[src/rtl/cnn_pkg.sv]
// -----------------------------------------------------------------------------
// cnn_pkg
// Shared types and helpers for the CNN pooling stage.
//   pool_state_t  : FSM encoding of the max-pool sequencer (IDLE/SCAN/DONE).
//   pool_out_size : floor output side for a given input side, window and step.
//   cnt_width     : counter width for a modulo-n counter (never below 1 bit).
//   relu          : clamps a two's-complement value of 'width' bits to >= 0.
//                   Only used when MAXPOOL_RELU_EN is defined.
// -----------------------------------------------------------------------------
package cnn_pkg;

  typedef enum logic [1:0] {
    IDLE = 2'd0,
    SCAN = 2'd1,
    DONE = 2'd2
  } pool_state_t;

  function automatic int pool_out_size(input int size_in, input int pool, input int stride);
    return (size_in - pool) / stride + 1;
  endfunction

  function automatic int cnt_width(input int n);
    return (n > 1) ? $clog2(n) : 1;
  endfunction

  // Value is carried in the low 'width' bits; a set sign bit means negative.
  function automatic logic [63:0] relu(input logic [63:0] value, input int width);
    logic [63:0] sign_bit;
    sign_bit = (value >> (width - 1)) & 64'd1;
    if (sign_bit != 64'd0) begin
      return 64'd0;
    end else begin
      return value;
    end
  endfunction

endpackage

[src/rtl/pool_window_max.sv]
// -----------------------------------------------------------------------------
// pool_window_max
// Running maximum over one POOL x POOL window, one element per enabled cycle.
// Owns the in-window counters (kr rows, kc columns; kc fastest).
// Ports:
//   clock    in   rising-edge clock
//   reset    in   synchronous active-high reset
//   first    in   new run accepted: zero counters and running max
//   enable   in   consume 'element' this cycle and advance kr/kc
//   element  in   [WIDTH-1:0] element currently addressed by the parent
//   max_next out  [WIDTH-1:0] max of window so far including 'element'
//   last     out  element at kr=kc=POOL-1 (window completes this cycle)
//   kr, kc   out  current in-window row/column offsets for addressing
// -----------------------------------------------------------------------------
module pool_window_max
  import cnn_pkg::*;
#(
  parameter int POOL  = 2,
  parameter int WIDTH = 8,
  localparam int KW   = cnt_width(POOL)
) (
  input  logic             clock,
  input  logic             reset,
  input  logic             first,
  input  logic             enable,
  input  logic [WIDTH-1:0] element,
  output logic [WIDTH-1:0] max_next,
  output logic             last,
  output logic [KW-1:0]    kr,
  output logic [KW-1:0]    kc
);

  localparam logic [KW-1:0] K_LAST = KW'(POOL - 1);

  logic [WIDTH-1:0] runmax;
  logic             win_first;

  // Window start seeds the max; afterwards strictly-greater replaces so ties keep the earlier value.
  always_comb begin
    win_first = (kr == {KW{1'b0}}) && (kc == {KW{1'b0}});
    last      = (kr == K_LAST) && (kc == K_LAST);
    if (win_first) begin
      max_next = element;
    end else if (element > runmax) begin
      max_next = element;
    end else begin
      max_next = runmax;
    end
  end

  // Running max register and in-window counters, kc wrapping into kr.
  always_ff @(posedge clock) begin
    if (reset || first) begin
      runmax <= {WIDTH{1'b0}};
      kr     <= {KW{1'b0}};
      kc     <= {KW{1'b0}};
    end else if (enable) begin
      runmax <= max_next;
      if (kc == K_LAST) begin
        kc <= {KW{1'b0}};
        if (kr == K_LAST) begin
          kr <= {KW{1'b0}};
        end else begin
          kr <= kr + KW'(1);
        end
      end else begin
        kc <= kc + KW'(1);
      end
    end else begin
      runmax <= runmax;
    end
  end

endmodule

[src/rtl/maxpool2d.sv]
// -----------------------------------------------------------------------------
// maxpool2d
// Max-pooling stage behind conv2. On an accepted start the input matrix is
// snapshotted, then scanned one element per cycle window by window; each
// completed window writes one poolOut entry. A single done pulse closes a run.
// Optional build macro: MAXPOOL_RELU_EN -- elements are treated as signed and
// negatives are clamped to zero before comparison.
// Ports:
//   clock      in   rising-edge clock
//   reset      in   synchronous active-high reset (dominates everything)
//   start      in   begin pooling; only honoured in IDLE
//   inpMatrix  in   [WIDTH_BIT-1:0] [SIZE_IN][SIZE_IN], row-major
//   poolOut    out  [WIDTH_BIT-1:0] [SIZE_OUT][SIZE_OUT], registered
//   busy       out  high from the cycle after start until done (inclusive)
//   done       out  one-cycle pulse when poolOut is complete
// -----------------------------------------------------------------------------
module maxpool2d
  import cnn_pkg::*;
#(
  parameter int SIZE_IN   = 5,
  parameter int POOL      = 2,
  parameter int STRIDE    = 2,
  parameter int WIDTH_BIT = 8,
  localparam int SIZE_OUT = pool_out_size(SIZE_IN, POOL, STRIDE)
) (
  input  logic                 clock,
  input  logic                 reset,
  input  logic                 start,
  input  logic [WIDTH_BIT-1:0] inpMatrix [SIZE_IN][SIZE_IN],
  output logic [WIDTH_BIT-1:0] poolOut   [SIZE_OUT][SIZE_OUT],
  output logic                 busy,
  output logic                 done
);

  localparam int OW = cnt_width(SIZE_OUT);
  localparam int KW = cnt_width(POOL);
  localparam int IW = cnt_width(SIZE_IN);
  localparam logic [OW-1:0] O_LAST = OW'(SIZE_OUT - 1);

  pool_state_t          state;
  logic [WIDTH_BIT-1:0] snap [SIZE_IN][SIZE_IN];
  logic [OW-1:0]        orow;
  logic [OW-1:0]        ocol;
  logic [KW-1:0]        kr;
  logic [KW-1:0]        kc;
  logic [IW-1:0]        row_idx;
  logic [IW-1:0]        col_idx;
  logic [WIDTH_BIT-1:0] raw_elem;
  logic [WIDTH_BIT-1:0] elem;
  logic [WIDTH_BIT-1:0] max_next;
  logic                 win_last;
  logic                 accept;
  logic                 scan_en;

  // Element addressing into the snapshot; the floor window grid never reaches past SIZE_IN-1.
  always_comb begin
    accept   = (state == IDLE) && start;
    scan_en  = (state == SCAN);
    row_idx  = IW'(int'(orow) * STRIDE + int'(kr));
    col_idx  = IW'(int'(ocol) * STRIDE + int'(kc));
    raw_elem = snap[row_idx][col_idx];
`ifdef MAXPOOL_RELU_EN
    elem     = WIDTH_BIT'(relu(64'(raw_elem), WIDTH_BIT));
`else
    elem     = raw_elem;
`endif
  end

  pool_window_max #(
    .POOL  (POOL),
    .WIDTH (WIDTH_BIT)
  ) u_window (
    .clock    (clock),
    .reset    (reset),
    .first    (accept),
    .enable   (scan_en),
    .element  (elem),
    .max_next (max_next),
    .last     (win_last),
    .kr       (kr),
    .kc       (kc)
  );

  // Sequencer: snapshot on start, window-by-window writeback, one-cycle DONE.
  always_ff @(posedge clock) begin
    if (reset) begin
      state <= IDLE;
      busy  <= 1'b0;
      done  <= 1'b0;
      orow  <= {OW{1'b0}};
      ocol  <= {OW{1'b0}};
      for (int r = 0; r < SIZE_IN; r++) begin
        for (int c = 0; c < SIZE_IN; c++) begin
          snap[r][c] <= {WIDTH_BIT{1'b0}};
        end
      end
      for (int r = 0; r < SIZE_OUT; r++) begin
        for (int c = 0; c < SIZE_OUT; c++) begin
          poolOut[r][c] <= {WIDTH_BIT{1'b0}};
        end
      end
    end else begin
      case (state)
        IDLE: begin
          done <= 1'b0;
          if (start) begin
            snap  <= inpMatrix;
            orow  <= {OW{1'b0}};
            ocol  <= {OW{1'b0}};
            busy  <= 1'b1;
            state <= SCAN;
          end else begin
            busy  <= 1'b0;
          end
        end
        SCAN: begin
          if (win_last) begin
            poolOut[orow][ocol] <= max_next;
            if (ocol == O_LAST) begin
              ocol <= {OW{1'b0}};
              if (orow == O_LAST) begin
                orow  <= {OW{1'b0}};
                done  <= 1'b1;
                state <= DONE;
              end else begin
                orow  <= orow + OW'(1);
              end
            end else begin
              ocol <= ocol + OW'(1);
            end
          end else begin
            ocol <= ocol;
          end
        end
        DONE: begin
          done  <= 1'b0;
          busy  <= 1'b0;
          state <= IDLE;
        end
        default: begin
          done  <= 1'b0;
          busy  <= 1'b0;
          state <= IDLE;
        end
      endcase
    end
  end

endmodule

[config.mk]
export PLATFORM = sky130hd
export DESIGN_NAME = maxpool2d
export DESIGN_NICKNAME = d
export VERILOG_FILES = /design/src/rtl/cnn_pkg.sv /design/src/rtl/pool_window_max.sv /design/src/rtl/maxpool2d.sv
export SDC_FILE = /design/constraint.sdc
export NUM_CORES = 1
export LEC_CHECK = 0
export ABC_CLOCK_PERIOD_IN_PS = 4200
export CAP_MARGIN = 20
export CORE_MARGIN = 1.5
export CORE_UTILIZATION = 29
export DETAILED_ROUTE_END_ITERATION = 8
export HOLD_SLACK_MARGIN = 0.1
export RECOVER_POWER = 50
export SLEW_MARGIN = 20
export SYNTH_ARGS = -nofsm -noshare
export SYNTH_HDL_FRONTEND = slang
export SYNTH_HIERARCHICAL = 1
export SYNTH_SLANG_ARGS = --single-unit
[constraint.sdc]
create_clock -name clock -period 4.2 [get_ports clock]
set_clock_uncertainty 0.2 [all_clocks]
set_input_delay 0.84 -clock clock [delete_from_list [all_inputs] [get_ports clock]]
set_output_delay 0.84 -clock clock [all_outputs]
set_load 0.05 [all_outputs]
==> results of run 1 <==
[worst max-delay path by stage]
stage             endpoint  cells past startpoint        start
2_1_floorplan  poolOut[18]                     13  u_window/kc
3_3_place_gp   poolOut[10]                     11  u_window/kc
3_5_place_dp    poolOut[9]                     12  u_window/kc
4_1_cts         poolOut[9]                     12  u_window/kc
5_1_grt         poolOut[2]                     12  u_window/kc
6_report        poolOut[3]                     12  u_window/kc
[cell type report]
type | count | area share
antenna | 2 | 0.000504
timing repair buffer | 182 | 0.182
multi-input combinational | 621 | 0.358
inverter | 9 | 0.00340
clock inverter | 12 | 0.0127
tap | 330 | 0.0416
sequential | 176 | 0.355
clock buffer | 20 | 0.0470
[state kept, by name, summed over array words and instances, names as in the netlist]
name	count
busy	1
done	1
ocol	1
orow	1
poolOut	32
snap	128
state	2
u_window/kc	1
u_window/kr	1
u_window/runmax	8
[where the power goes]
group          switching, mW  leakage (nW)  internal, mW
registers             0.0455          1.44          1.74
logic                  0.238          1.84         0.235
clock network          0.701         0.285         0.878
[per-layer routing]
metal  vias to the layer above  global-route usage  routed length [µm]
li1                       3264                   -                   -
met1                      3114               0.223               10200
met2                       177               0.269               10700
met3                        15              0.0341                1200
met4                         2              0.0512                 239
met5                         -                   0                  12
[tightest hold or removal path: cells and delay by family, from the launching register on]
kind / cells / cell delay (ns)
DFF: 1 / 0.31
and+or+nand+nor: 1 / 0.05
AOI/OAI and AO/OA: 1 / 0.05
[synth_stat cells (5+ instances only)]
master / instances / area share
a21oi_1: 168 / 0.11
buf_2: 19 / 0.013
buf_4: 6 / 0.0060
buf_6: 11 / 0.016
clkbuf_1: 31 / 0.015
dfxtp_1: 176 / 0.47
ha_1: 8 / 0.013
inv_1: 8 / 0.0040
mux2_2: 8 / 0.012
mux2i_1: 8 / 0.011
mux4_2: 32 / 0.096
nand2_1: 262 / 0.13
nand2b_1: 5 / 0.0042
nand3_1: 34 / 0.023
nor2_1: 18 / 0.0090
o21ai_0: 35 / 0.023
o22ai_1: 13 / 0.011
[kinds of logic after synthesis]
group / count (synthesis) / share of synthesized area
mux: 48 / 0.118
buf+inv: 79 / 0.0581
compound gates: 223 / 0.154
flops: 176 / 0.469
fa+ha+maj: 8 / 0.0133
xor+xnor: 2 / 0.00233
simple gates: 340 / 0.185
[stage by stage]
| step | std cells | setup WS, ns | power [mW] | cell area [µm²] | util |
|---|---|---|---|---|---|
| floorplan | 876 | 0.930 | 2.09 | 7520 | - |
| global placement | 1317 | 0.384 | 2.29 | 9340 | 0.369 |
| detailed placement | 1317 | 0.347 | 2.30 | 9340 | 0.369 |
| CTS | 1349 | 0.312 | 3.88 | 9930 | 0.392 |
| global route | 1352 | 0.0465 | 3.99 | 9930 | 0.392 |
| finish | 1352 | 0.285 | 3.84 | 9930 | 0.392 |
[placed cells by master (no fill, tap or decap), drive strengths merged, types with 19 or more instances in the layout]
cell type / instances
a21oi: 168
clkbuf: 23
clkdlybuf4s50: 140
dfxtp: 176
dlygate4sd3: 23
mux4: 32
nand2: 262
nand3: 34
nor2: 19
o21ai: 36
==> flow_metrics.py, run 1 <==
metrics = {
    "run": {
        "maxCapViolCount": 3,
    },
    "floorplan": {
        "die_h_um": 164,
        "rows": 58,
        "dieWidth_um": 164,
        "die-area_um2": 26900,
        "pin_count": 237,
        "start_util": 0.297,
        "core_area_um2": 25300,
    },
    "global_route": {
        "grt_first_pass_wirelength_um": 33700,
        "grtUsageTotal": 0.166,
        "grt_pass1_vias": 6159,
        "antenna_found_initial": 3,
        "grt_overflow_total": 0,
        "grt_max_degree": 89,
    },
    "clock_network": {
        "post-cts-setup-buffers": 0,
        "clkSlewWorstSetupHoldPaths_ns": 0.07,
        "root_buffer": "clkbuf_16",
        "post_cts_resized": 0,
        "cts_buffer_depth": 2,
        "cts_hold_buf": 0,
        "cts_tree": "built",
        "cts.sinks": 176,
        "h-tree-depth": 4,
        "cts-buffers-inserted": 17,
        "clk_latency_ns": 0.43,
    },
    "timing": {
        "setup-violations-final": 0,
        "finalHoldViolations": 0,
        "fmax_mhz": 255,
        "rsz0062_at_grt": "false",
        "period_minus_slack_ns": 3.92,
        "worst_slew_pin_slew_ns": 1.87,
        "slew_headroom": -0.246,
        "fin_hold_ws_ns": 0.253,
        "setup_tns_ns": 0,
        "maxSlewViolCount": 173,
        "period_share": 0.932,
    },
    "worst_setup_path": {
        "cp-end-kind": "register",
        "cp.arrival_ns": 3.95,
        "critPathMaxStageDelay_ns": 0.77,
        "required_ns": 4.23,
        "crit_top_cell": "a21oi_1",
        "cp.buffers_inverters": 1,
        "crit_path_max_fanout": 19,
        "start_kind": "register",
        "slowest_stage": "dfxtp_2",
        "r2r-end": "poolOut[3]",
        "reg2reg_depth": 12,
        "r2r_start": "u_window/kc",
        "ff2ff_setup_slack_ns": 0.28,
        "path_delay_family": "multiplexers",
        "critPathKind": "reg -> reg",
        "path_cells": "buf_4 > mux4_2 > a22oi_1 > nand2_1 > ha_1 > nand4_1 > a21oi_1 > o22ai_1 > o21ai_2 > mux2_2 > nand3_1 > a21oi_1",
    },
    "route": {
        "drt-vias-per-instance": 4.86,
        "drtPass1Iterations": 5,
        "num_vias": 6572,
        "route.detailed.drc": 0,
        "wire_per_inst_um": 16.5,
        "postRouteAntennaNets": 0,
        "drt_iter0_drc": 461,
        "wirelength_um": 22400,
    },
    "pwr": {
        "p_leak_nw": 3.56,
        "p_per_area_nw_per_um2": 387,
        "peakVddDrop_mv": 0.250,
    },
    "run_status": {
        "outcome": "finished, violations left",
        "violations": "max-capacitance violations, max-slew violations",
    },
    "synthesis": {
        "synth_cells": 876,
        "synth_seq_cells": 176,
        "synth-edff-count": 0,
        "ys_warn_count": 6,
        "synthArstFlopShare": 0,
        "yosysSeqAreaShare": 0.469,
        "synth_top_flop_cell": "dfxtp_1",
        "avgSynthCellArea_um2": 8.58,
        "synth_fp_nets": 1087,
        "netlist-cell-type-count": 37,
        "synth_area_um2": 7520,
    },
    "place": {
        "io_buffers": 164,
        "hpwl_um": 15600,
        "place.gp.congestion": 0.790,
    },
    "layout": {
        "drive_above_1_share": 0.0961,
        "area_delta_synth_final_pct": 32.1,
        "seq_area_um2": 3530,
        "nets": 1218,
        "multiInputGateArea_um2": 3560,
        "n_fill_cell": 2565,
    },
    "worst_hold_path": {
        "hp-class": "reg -> reg",
        "whs_path_depth": 2,
        "min_to": "snap[142]",
        "hold_start": "snap[142]",
    },
}
No activity file was read; power rests on OpenSTA's default activity.
==> inputs of run 2 (changes only) <==
--- a/config.mk
+++ b/config.mk
@@ -9,6 +9,7 @@
 export CAP_MARGIN = 20
 export CORE_MARGIN = 1.5
 export CORE_UTILIZATION = 29
+export CTS_CLUSTER_DIAMETER = 100
 export DETAILED_ROUTE_END_ITERATION = 8
 export HOLD_SLACK_MARGIN = 0.1
 export RECOVER_POWER = 50
==> results of run 2 <==
Final layout, timing and power as in run 1 (identical DEF).
==> inputs of run 3 (changes only) <==
--- a/config.mk
+++ b/config.mk
@@ -5,13 +5,14 @@
 export SDC_FILE = /design/constraint.sdc
 export NUM_CORES = 1
 export LEC_CHECK = 0
-export ABC_CLOCK_PERIOD_IN_PS = 4200
+export ABC_CLOCK_PERIOD_IN_PS = 3700
 export CAP_MARGIN = 20
 export CORE_MARGIN = 1.5
-export CORE_UTILIZATION = 29
+export CORE_UTILIZATION = 26
 export CTS_CLUSTER_DIAMETER = 100
 export DETAILED_ROUTE_END_ITERATION = 8
 export HOLD_SLACK_MARGIN = 0.1
+export MAX_ROUTING_LAYER = met4
 export RECOVER_POWER = 50
 export SLEW_MARGIN = 20
 export SYNTH_ARGS = -nofsm -noshare
==> constraint.sdc (replaced) <==
create_clock -name clock -period 3.7 [get_ports clock]
set_clock_uncertainty 0.2 [all_clocks]
set_input_delay 0.74 -clock clock [delete_from_list [all_inputs] [get_ports clock]]
set_output_delay 0.74 -clock clock [all_outputs]
set_load 0.05 [all_outputs]
==> flow_metrics.py, run 3 (synthesis gave the netlist of run 1 again) <==
metrics = {
    "worst_setup_path": {
        "crit_path_max_fanout": 8,
        "required_ns": 3.79,
        "cp-end-kind": "register",
        "cp.arrival_ns": 3.52,
        "critPathKind": "reg -> reg",
        "start_kind": "register",
    },
    "run": {
        "maxCapViolCount": 0,
    },
    "layout": {
        "largest_reg_flops": 128,
        "final_cell_mix": "nand2_1, dfxtp_1, a21oi_1",
        "multiInputGateArea_um2": 3580,
        "area_delta_synth_final_pct": 33.5,
        "largest_registers": "snap (128), poolOut (32), u_window/runmax (8)",
        "drive_above_1_share": 0.0972,
        "stdcell_area_um2": 10000,
        "seq_area_um2": 3530,
        "final_common_cell": "nand2_1",
        "n_fill_cell": 3002,
        "nets": 1217,
        "fin_util": 0.352,
        "regMostFlops": "snap",
    },
    "clock_network": {
        "cts.sinks": 176,
        "cts_tree": "built",
        "clkSlewWorstSetupHoldPaths_ns": 0.07,
        "h-tree-depth": 4,
        "post-cts-setup-buffers": 0,
        "cts-buffers-inserted": 17,
        "cts_buffer_depth": 2,
        "clk_latency_ns": 0.43,
        "root_buffer": "clkbuf_16",
    },
    "global_route": {
        "antenna_found_initial": 1,
        "grt_overflow_total": 0,
        "grtUsageTotal": 0.152,
        "grt_max_degree": 113,
        "grt_pass1_vias": 6258,
        "grt_first_pass_wirelength_um": 34300,
    },
    "timing": {
        "finalHoldViolations": 0,
        "fmax_mhz": 292,
        "setup_tns_ns": 0,
        "setup-violations-final": 0,
        "slew_headroom": 0.182,
        "worst_slew_pin_slew_ns": 1.23,
        "fin_hold_ws_ns": 0.252,
        "worst_slack_ns": 0.273,
        "maxSlewViolCount": 0,
        "period_minus_slack_ns": 3.43,
        "rsz0062_at_grt": "false",
        "period_share": 0.926,
    },
    "route": {
        "drtPass1Iterations": 4,
        "wirelength_um": 22000,
        "route.detailed.drc": 0,
        "wire_per_inst_um": 15.7,
        "postRouteAntennaNets": 0,
        "drt_iter0_drc": 376,
        "num_vias": 6498,
        "drt-vias-per-instance": 4.63,
    },
    "floorplan": {
        "dieWidth_um": 173,
        "start_util": 0.263,
        "die_h_um": 173,
        "pin_count": 237,
        "die-area_um2": 29900,
        "rows": 62,
        "core_area_um2": 28500,
    },
    "pwr": {
        "combPwrFrac": 0.129,
        "clkPwrFrac": 0.405,
        "p_int_mw": 3.22,
        "p_seq_frac": 0.467,
        "p_per_area_nw_per_um2": 431,
        "sw_frac_of_total": 0.257,
        "p_leak_nw": 3.47,
        "p_sw_mw": 1.11,
        "peakVddDrop_mv": 0.266,
    },
    "place": {
        "io_buffers": 164,
        "place.gp.congestion": 0.790,
        "hpwl_um": 15400,
        "pre_cts_slack_ns": 0.140,
        "postPlaceCellArea_um2": 9470,
    },
    "worst_hold_path": {
        "hp-class": "reg -> reg",
    },
    "run_status": {
        "outcome": "complete, no violations",
    },
}
==> run 3: critical path: stages (launching register included) <==
cell     delay (ns)
dfxtp_2        0.38
buf_12         0.15
mux4_2         0.52
o22ai_1        0.31
nor2_1         0.15
ha_1           0.37
a21oi_1        0.20
a21oi_2        0.09
o22ai_1        0.22
o21ai_4        0.16
mux2_2         0.38
nand3_1        0.10
a21oi_1        0.07
==> run 3: final timing paths <==
path | from | end | slack [ns] | depth (start not counted)
setup / recovery | orow | poolOut[25] | 0.27 | 12
hold / removal | snap[103] | snap[103] | 0.25 | 2
setup reg to reg | orow | poolOut[25] | 0.27 | 12
hold reg to reg | snap[103] | snap[103] | 0.25 | 2
==> run 3: stage by stage <==
| step | cells | total power [mW] |
|---|---|---|
| floorplan | 876 | 2.37 |
| global placement | 1371 | 2.61 |
| detailed placement | 1371 | 2.62 |
| CTS | 1402 | 4.38 |
| global route | 1403 | 4.52 |
| finish | 1403 | 4.33 |
==> run 3: cell type report <==
class / instances / area share
multi-input cells: 621 / 0.357
flip-flops and latches: 176 / 0.351
repair buffers: 181 / 0.184
well taps: 384 / 0.0479
clock buffers: 20 / 0.0455
clock inverters: 11 / 0.0107
inverters: 9 / 0.00361
diodes: 1 / 0.000249
==> run 3: power by group through the flow <==
stage                     Sequential [mW]  Combinational [mW]  Clock, mW
after CTS                            2.02               0.561       1.80
final                                2.02               0.557       1.75
after detailed placement             2.06               0.558          0
after global routing                 2.03               0.608       1.89
after floorplan                      2.05               0.319          0
after global placement               2.06               0.555          0
==> run 3: repair_timing <==
action,4_1_cts,5_1_grt
resized for setup,0,6
endpoints found under the setup margin,0,32
hold buffers,0,0
==> run 3: metal layers <==
layer	GRT usage	up-vias	share of wire
met5	-	-	0
met4	0.0428	0	0.013
met3	0.0407	12	0.048
met2	0.241	144	0.47
met1	0.190	3084	0.47
li1	-	3258	-
